===== src/rtl/timer_unit_pkg.sv =====
// Shared definitions for the timer peripheral.
// Holds the tmr_ctrl field positions and the state encodings that the register file also uses.
package timer_unit_pkg;

    localparam int unsigned TmrEn     = 0;
    localparam int unsigned TmrMode   = 1;
    localparam int unsigned TmrOvfClr = 2;
    localparam int unsigned TmrRsvd   = 3;
    localparam int unsigned TmrPsLo   = 4;
    localparam int unsigned TmrPsHi   = 7;
    localparam int unsigned TmrTopLo  = 16;
    localparam int unsigned TmrTopHi  = 31;

    typedef enum logic [1:0] {
        TmrIdle = 2'd0,
        TmrRun  = 2'd1,
        TmrDone = 2'd2
    } tmr_state_e;

endpackage


===== src/rtl/tmr_prescaler.sv =====
// Power-of-two prescaler: produces a tick every 2^ps cycles while run_i is high.
// The count restarts from zero whenever run_i is low or ps_i changes.
module tmr_prescaler #(
    parameter int unsigned PS_W = 4
) (
    input  logic            clk_i,
    input  logic            reset_i,
    input  logic            run_i,
    input  logic [PS_W-1:0] ps_i,
    output logic            tick_o
);

    localparam int unsigned CntW = (1 << PS_W) - 1;

    logic [CntW-1:0] cnt_q, cnt_d;
    logic [CntW-1:0] limit;
    logic [PS_W-1:0] ps_q;
    logic            ps_chg;

    // 2^ps - 1; for the largest ps the shift overflows to zero and the subtract gives all ones.
    assign limit  = (CntW'(1) << ps_i) - CntW'(1);
    assign ps_chg = (ps_i != ps_q);
    assign tick_o = run_i && !ps_chg && (cnt_q == limit);

    always_comb begin
        cnt_d = cnt_q + CntW'(1);
        if (!run_i || ps_chg || tick_o) begin
            cnt_d = '0;
        end
    end

    always_ff @(posedge clk_i or posedge reset_i) begin
        if (reset_i) begin
            cnt_q <= '0;
            ps_q  <= '0;
        end else begin
            cnt_q <= cnt_d;
            ps_q  <= ps_i;
        end
    end

endmodule


===== src/rtl/timer_unit.sv =====
// Timer peripheral: prescaled up-counter with programmable TOP, periodic or one-shot mode,
// a sticky overflow flag and a one-cycle overflow strobe. All outputs are registered.
module timer_unit
    import timer_unit_pkg::*;
#(
    parameter int unsigned CNTR_W = 16,
    parameter int unsigned PS_W   = 4
) (
    input  logic              clk_i,
    input  logic              reset_i,
    input  logic [31:0]       tmr_ctrl_i,
    output logic [CNTR_W-1:0] tmr_cntr_o,
    output logic              tmr_overflow_o,
    output logic              tmr_ovf_pulse_o
);

    tmr_state_e        state_q;
    logic [CNTR_W-1:0] cntr_q;
    logic              ovf_q;
    logic              pulse_q;

    logic              en;
    logic              mode;
    logic              ovf_clr;
    logic [PS_W-1:0]   ps;
    logic [CNTR_W-1:0] top;
    logic              tick;
    logic              ctrl_unused;

    assign en      = tmr_ctrl_i[TmrEn];
    assign mode    = tmr_ctrl_i[TmrMode];
    assign ovf_clr = tmr_ctrl_i[TmrOvfClr];
    assign ps      = tmr_ctrl_i[TmrPsLo +: PS_W];
    assign top     = CNTR_W'(tmr_ctrl_i[TmrTopHi:TmrTopLo]);

    assign ctrl_unused = ^{tmr_ctrl_i[TmrRsvd], tmr_ctrl_i[TmrTopLo-1:TmrPsHi+1]};

    tmr_prescaler #(
        .PS_W (PS_W)
    ) u_prescaler (
        .clk_i   (clk_i),
        .reset_i (reset_i),
        .run_i   (state_q == TmrRun),
        .ps_i    (ps),
        .tick_o  (tick)
    );

    always_ff @(posedge clk_i or posedge reset_i) begin
        if (reset_i) begin
            state_q <= TmrIdle;
            cntr_q  <= '0;
            ovf_q   <= 1'b0;
            pulse_q <= 1'b0;
        end else begin
            pulse_q <= 1'b0;
            // A clear is overridden below by a same-cycle overflow, so no event is lost.
            if (ovf_clr) begin
                ovf_q <= 1'b0;
            end
            case (state_q)
                TmrIdle: begin
                    if (en) begin
                        state_q <= TmrRun;
                    end
                end
                TmrRun: begin
                    if (!en) begin
                        state_q <= TmrIdle;
                    end else if (tick) begin
                        if (cntr_q == top) begin
                            cntr_q  <= '0;
                            pulse_q <= 1'b1;
                            ovf_q   <= 1'b1;
                            if (mode) begin
                                state_q <= TmrDone;
                            end
                        end else begin
                            // Wraps silently past the maximum when TOP was lowered below the count.
                            cntr_q <= cntr_q + CNTR_W'(1);
                        end
                    end
                end
                TmrDone: begin
                    cntr_q <= '0;
                    if (!en) begin
                        state_q <= TmrIdle;
                    end
                end
                default: begin
                    state_q <= TmrIdle;
                end
            endcase
        end
    end

    assign tmr_cntr_o      = cntr_q;
    assign tmr_overflow_o  = ovf_q;
    assign tmr_ovf_pulse_o = pulse_q;

endmodule


===== config.mk =====
export PLATFORM = sky130hd
export DESIGN_NAME = timer_unit
export DESIGN_NICKNAME = d
export VERILOG_FILES = /design/src/rtl/timer_unit_pkg.sv /design/src/rtl/tmr_prescaler.sv /design/src/rtl/timer_unit.sv
export SDC_FILE = /design/constraint.sdc
export NUM_CORES = 1
export LEC_CHECK = 0
export ABC_AREA = 1
export ABC_CLOCK_PERIOD_IN_PS = 2900
export CAP_MARGIN = 25
export CORE_MARGIN = 3
export CORE_UTILIZATION = 38
export DETAILED_ROUTE_END_ITERATION = 8
export GPL_TIMING_DRIVEN = 0
export PLACE_DENSITY = 0.65
export SLEW_MARGIN = 25
export SYNTH_ARGS = -nofsm -noshare
export SYNTH_HDL_FRONTEND = slang
export SYNTH_HIERARCHICAL = 1
export SYNTH_SLANG_ARGS = --single-unit

===== constraint.sdc =====
create_clock -name clk_i -period 2.9 [get_ports clk_i]
set_input_delay 0.29 -clock clk_i [delete_from_list [all_inputs] [get_ports clk_i]]
set_output_delay 0.29 -clock clk_i [all_outputs]
set_load 0.02 [all_outputs]

Word level (Yosys, flattened, before mapping) --
Cells that the tools add are included.
Cells by class: add/subtract/negate cells 3, equality and inequality tests 12, shifts and indexed selects 1, mux-type cells 21, reductions and logical operators 10
Operators with widths (count):
- 16-bit two-way mux | 3
- 16-bit one-hot mux with 2 select lines | 1
- 16-bit by 1-bit adder with 16-bit output, second input constant | 1
- 16-bit == test | 1
- 15-bit by 1-bit adder with 15-bit output, second input constant | 1
- 15-bit == test | 1
- 15-bit two-way mux | 1
- 1-bit by 4-bit << shifter with 15-bit output, first input constant | 1
- 15-bit by 2-bit subtractor with 15-bit output, second input constant | 1
- 2-bit two-way mux | 6
- 1-bit two-way mux | 9
- 3-bit inequality test, second input constant | 3
- 2-bit inequality test, second input constant | 4
- 2-bit one-hot mux with 3 select lines | 1
- 5-bit AND reduction | 1
- 4-bit inequality test | 1
- 3-bit AND reduction | 1
- 2-bit by 1-bit == test with 1-bit output, second input constant | 1
- 2-bit == test, second input constant | 1
- 1-bit logical AND | 2
- 1-bit logical NOT | 2
- 2-bit logical NOT | 1
- 1-bit logical OR | 2
- 2-bit nonzero test | 1
Word-level totals: bits in registers 39, input port bits 34, word-level logic and storage cells 53

Depth between registers and ports, before layout --
depth in word-level cells 7, mapped depth 23

By module --
Netlist, hierarchy kept.
Modules (own cells, without submodules):
- tmr_prescaler | times used 1, cells an instance 220, area each 1431.4 µm², sequential area each 475.5 µm²
- timer_unit | times used 1, cells an instance 220, area each 1395.1 µm², sequential area each 500.5 µm²

Worst setup path before layout --
OpenSTA, ideal clock, no wires.
path kind input-to-reg, start in tmr_ctrl_i[5], end reg cntr_q[11], in the netlist tmr_cntr_o[11], arrival 2.447 ns, path slack 0.381 ns, stages on the path 20, buffers on the path 2, path through buf_4 inv_1 nand3_1 ha_1 inv_1 nand2_1 nand2_1 nor2_1 nand3_1 nor2_1 nand3_1 nor2_1 nand3_2 nor2b_1 nand3_2 nand2_2 buf_6 nand3_1 xor2_1 nor2_1
On the way: longest elaborated chain between the ends 6
RTL lines:
- from (decl) | line timer_unit.sv:11 | input logic [31:0] tmr_ctrl_i,
- 1-bit by 4-bit << shifter with 15-bit output / 4-bit inequality test (equally long branches) | line tmr_prescaler.sv:21, tmr_prescaler.sv:22
- 15-bit by 2-bit subtractor with 15-bit output / 1-bit logical NOT (equally long branches) | line tmr_prescaler.sv:21, tmr_prescaler.sv:23
- 15-bit == test / 1-bit logical AND (equally long branches) | line tmr_prescaler.sv:23 | assign tick_o = run_i && !ps_chg && (cnt_q == limit);
- 1-bit logical AND (*) | line tmr_prescaler.sv:23
- named net tick | line timer_unit.sv:27 | logic tick;
- 2-bit inequality test (no line) (*)
- 3-bit AND reduction (no line) (*)
- to (signal assigned) | line timer_unit.sv:79 | cntr_q <= cntr_q + CNTR_W'(1);
- to (decl) | line timer_unit.sv:18 | logic [CNTR_W-1:0] cntr_q;
Mark *: on every way through the listed nets, which the timed path passes. The rest lies on a longest branch. A chain may end at the register's enable or synchronous reset.

Worst setup path after layout --
start in tmr_ctrl_i[7], end reg cntr_q[6], in the netlist tmr_cntr_o[6]
Same word-level chain as after synthesis.

==> run_results.csv <==
group,metric,value,unit
clock_network,post_cts_hold_buffer_count,0,
global_routing,grt_antenna_before_repair,0,
min_path,worstHoldPathType,"input pin to flop",
finish,multiInputGateArea,1582,um2
drt,drc_errors,0,
setup_path,critical_path.max_fanout,7,
finish,final_layout_size_suffix_gt1_share,10.93,%
synthesis,number_of_enable_type_register_cells_in_the_synthesized_netlist,0,
timing,fin_setup_tns,0,ps
global_routing,via_count_of_the_first_global_routing_pass,2605,
timing,maxClockFrequency,373.5,MHz
drt,routed_wire_length_per_instance,11.48,um
timing,layout_worst_path_cycle_share,92.32,%
drt,detailedRoute.firstIterationViolations,156,
clock_network,cts-root-to-sink-buffers,2,
placed_design,post-dp-hpwl,5264,um
placed_design,buffer_ports.inserted,42,
placed_design,post_dp_cell_area,3367,um2
flow_run,max_cap_violations,0,
synthesis,ys_dominant_reg_cell,"sky130_fd_sc_hd__dfrtp_1",
drt,antenna_left,0,
floorplan,floorplan_die_width,92.25,um
finish,diodes,0,
synthesis,synth_top_cells_by_area,"sky130_fd_sc_hd__dfrtp_1 (35%), sky130_fd_sc_hd__nand2_1 (18%), sky130_fd_sc_hd__inv_1 (9.3%)",
timing,timing_worst_slew_pin_value,795.2,ps
synthesis,synth.ff_latch_count,39,
drt,drt_pass1_iterations,4,
drt,final_routed_wirelength_across_all_metal_layers,6876,um
synthesis,post-synth-top-area-cell,"sky130_fd_sc_hd__dfrtp_1",
setup_path,crit_slowest_cell,"sky130_fd_sc_hd__dlygate4sd2_1",
clock_network,tritoncts,"done",
timing,timing.final.setup_violations,0,
synthesis,synth_cell_types,26,
global_routing,largest_net_degree_at_the_start_of_global_routing,21,
setup_path,cp_data_arrival_time,2860,ps
power,cellLeakagePower,0.001788,uW
finish,final_cell_area,3642,um2
floorplan,placement_rows,30,
timing,relSlewSlack,46.93,%
clock_network,cts_made_buffers,5,
synthesis,synth_seq_area_share,34.53,%
synthesis,synth-async-reset-ratio,100.0,%
finish,sequential_cell_area,975.9,um2
timing,timing.final.max_slew_violations,0,
finish,filler_cell_count,711,
drt,via_count,2776,
timing,shortest_clock_period_the_worst_path_allows_after_layout,2677,ps
clock_network,worst_setup_hold_path_clk_slew,80,ps
clock_network,clkSinkCount,39,
timing,fin_skew,15.92,ps
synthesis,synth_fp_nets,477,
power,power_per_cell_area,307.4,nW/um2
clock_network,clock-root-buffer,"sky130_fd_sc_hd__clkbuf_8",
clock_network,insertion_delay,290,ps
setup_path,worst-setup-path-type,"input pin to flop",
global_routing,gr-total-overflow,0,
floorplan,io_pins,52,
synthesis,postSynthCellCount,440,
synthesis,warnings_from_yosys,6,
setup_path,critical_path.max_stage_delay,350,ps
floorplan,effective_utilization_at_floorplan,40.27,%
finish,syn_to_layout_area_delta,28.86,%
synthesis,synth_top_area_share,34.53,%
setup_path,timing.critical_path.from_type,"input pin",
setup_path,cp-end-kind,"flop",
power,post-layout-total-power,1120,uW
global_routing,grt_pass1_wl,11850,um
floorplan,core_region_area,7019,um2
setup_path,cp.buffers_inverters,4,
setup_path,cpMostUsedCell,"sky130_fd_sc_hd__nor2_1",
status,outcome,"finished clean",
synthesis,combined_area_of_all_synthesized_cells,2826,um2
clock_network,htree_levels,2,
setup_path,critPathTopFamily,"simple AND/OR/NAND/NOR gates",
floorplan,area_of_the_die,8509,um2
floorplan,die_height,92.25,um
global_routing,grt.total_usage,16.79,%
finish,final_nets,539,
synthesis,synth_area_per_cell,6.424,um2
power,ir_drop,0.1792,mV
drt,route.detailed.vias_per_inst,4.634,
timing,final-hold-violation-count,0,
placed_design,place_congestion,0.8631,
setup_path,critical_path_cell_by_cell,"dlygate4sd2_1 -> nor2_4 -> nand3_2 -> ha_4 -> inv_1 -> nand2_1 -> nand2_1 -> nor2_1 -> nand3_1 -> nor2_1 -> nand3_1 -> nor2_1 -> nand3_2 -> nor2b_4 -> nand3_4 -> buf_4 -> o21ai_4 -> buf_4 -> nor2_1",
setup_path,cp_data_required_time,3090,ps
==> where the power goes <==
part	leakage, uW	switching [uW]	internal [uW]
combinational	0.00120	83.4	67.3
clock	0.0000505	202	217
sequential	0.000533	2.55	547
==> cell type report <==
cell class / count / share of cell area [%]
well taps: 96 / 3.298
repair buffers: 55 / 14.29
clock inverters: 1 / 0.2061
clock buffers: 7 / 2.645
plain buffers: 5 / 1.649
flip-flops and latches: 39 / 26.79
inverters: 74 / 7.695
multi-input cells: 322 / 43.42
==> kinds of logic after synthesis <==
kind of cell	count (synthesis)	share of synthesized area, %
buffers and inverters	79	11.69
flip-flops	39	34.53
XOR/XNOR	20	6.198
AND/OR/NAND/NOR	273	41.30
adder cells (fa/ha/maj)	3	1.328
AO/OA/AOI/OAI	26	4.958
==> registers in the layout (all words and copies together) (netlist names) <==
signal             count
tmr_overflow_o         1
tmr_cntr_o            16
tmr_ovf_pulse_o        1
state_q                2
u_prescaler/cnt_q     15
u_prescaler/ps_q       4
==> final timing paths <==
path | from | end | slack [ps] | depth (start not counted)
hold / removal | tmr_ctrl_i[5] | u_prescaler/ps_q[1]$_DFF_PP0_ | 150 | 1
setup reg to reg | state_q[0]$_DFFE_PP0P_ | tmr_cntr_o[6]$_DFFE_PP0P_ | 640 | 10
min in group asynchronous | reset_i | u_prescaler/ps_q[3]$_DFF_PP0_ | 470 | 2
hold reg to reg | state_q[0]$_DFFE_PP0P_ | state_q[0]$_DFFE_PP0P_ | 490 | 1
max in group asynchronous | reset_i | tmr_cntr_o[14]$_DFFE_PP0P_ | 1910 | 2
setup / recovery | tmr_ctrl_i[7] | tmr_cntr_o[6]$_DFFE_PP0P_ | 220 | 19
==> per-layer routing <==
metal  GRT usage [%]  up-vias  part of all wire, %
met2           27.31       49                   47
met1           23.08     1252                   48
li1                -     1469                    -
met5               0        -                    0
met4           4.332        0                  1.3
met3           2.871        6                  4.3
==> worst register-to-register path, cell delays in order, from the launching register on <==
cell	delay, ps
sky130_fd_sc_hd__dfrtp_1	380
sky130_fd_sc_hd__inv_1	60
sky130_fd_sc_hd__nor2_2	170
sky130_fd_sc_hd__o21ai_0	120
sky130_fd_sc_hd__nor4_1	470
sky130_fd_sc_hd__nor2b_4	270
sky130_fd_sc_hd__nand3_4	120
sky130_fd_sc_hd__buf_4	170
sky130_fd_sc_hd__o21ai_4	180
sky130_fd_sc_hd__buf_4	170
sky130_fd_sc_hd__nor2_1	50
==> per-stage QoR <==
step	hold slack (ps)	utilization, %	setup slack (ps)	instances
after floorplan	241.1	-	381.3	440
after global placement	458.0	47.97	-499.8	578
after detailed placement	482.0	47.97	-527.4	578
after CTS	414.3	49.80	15.98	587
after global routing	149.2	51.89	-18.48	599
final	152.5	51.89	222.9	599
==> Yosys cell counts, types with 3 or more instances <==
cell	n
sky130_fd_sc_hd__o21ai_0	18
sky130_fd_sc_hd__nand2_1	139
sky130_fd_sc_hd__a21oi_1	4
sky130_fd_sc_hd__nor3_1	3
sky130_fd_sc_hd__xor2_1	18
sky130_fd_sc_hd__nor2_4	3
sky130_fd_sc_hd__nand4_1	7
sky130_fd_sc_hd__nand2_2	7
sky130_fd_sc_hd__inv_1	70
sky130_fd_sc_hd__dfrtp_1	39
sky130_fd_sc_hd__buf_6	4
sky130_fd_sc_hd__nand3_1	35
sky130_fd_sc_hd__ha_1	3
sky130_fd_sc_hd__nor2_1	68
sky130_fd_sc_hd__inv_2	4
sky130_fd_sc_hd__nor2_2	4
==> cells in the final DEF (no fill, tap or decap), types with 4 or more instances in the layout <==
cell type | netlist | routed
sky130_fd_sc_hd__buf_6 | 4 | 4
sky130_fd_sc_hd__inv_2 | 4 | 5
sky130_fd_sc_hd__nand2_2 | 7 | 7
sky130_fd_sc_hd__clkdlybuf4s50_1 | 0 | 38
sky130_fd_sc_hd__inv_1 | 70 | 68
sky130_fd_sc_hd__buf_4 | 1 | 13
sky130_fd_sc_hd__nand3_1 | 35 | 33
sky130_fd_sc_hd__a21oi_1 | 4 | 4
sky130_fd_sc_hd__nand4_1 | 7 | 7
sky130_fd_sc_hd__nor2_2 | 4 | 4
sky130_fd_sc_hd__nand2_1 | 139 | 138
sky130_fd_sc_hd__dfrtp_1 | 39 | 39
sky130_fd_sc_hd__nor2_1 | 68 | 68
sky130_fd_sc_hd__xor2_1 | 18 | 18
sky130_fd_sc_hd__clkbuf_8 | 0 | 7
sky130_fd_sc_hd__o21ai_0 | 18 | 17
==> what timing repair did <==
item	in CTS	in global routing
pin swaps	1	8
resized for setup	7	14
gates cloned	0	1
buffers inserted	1	11
setup endpoints to repair	14	16
Power figures use the tool's default switching activity.
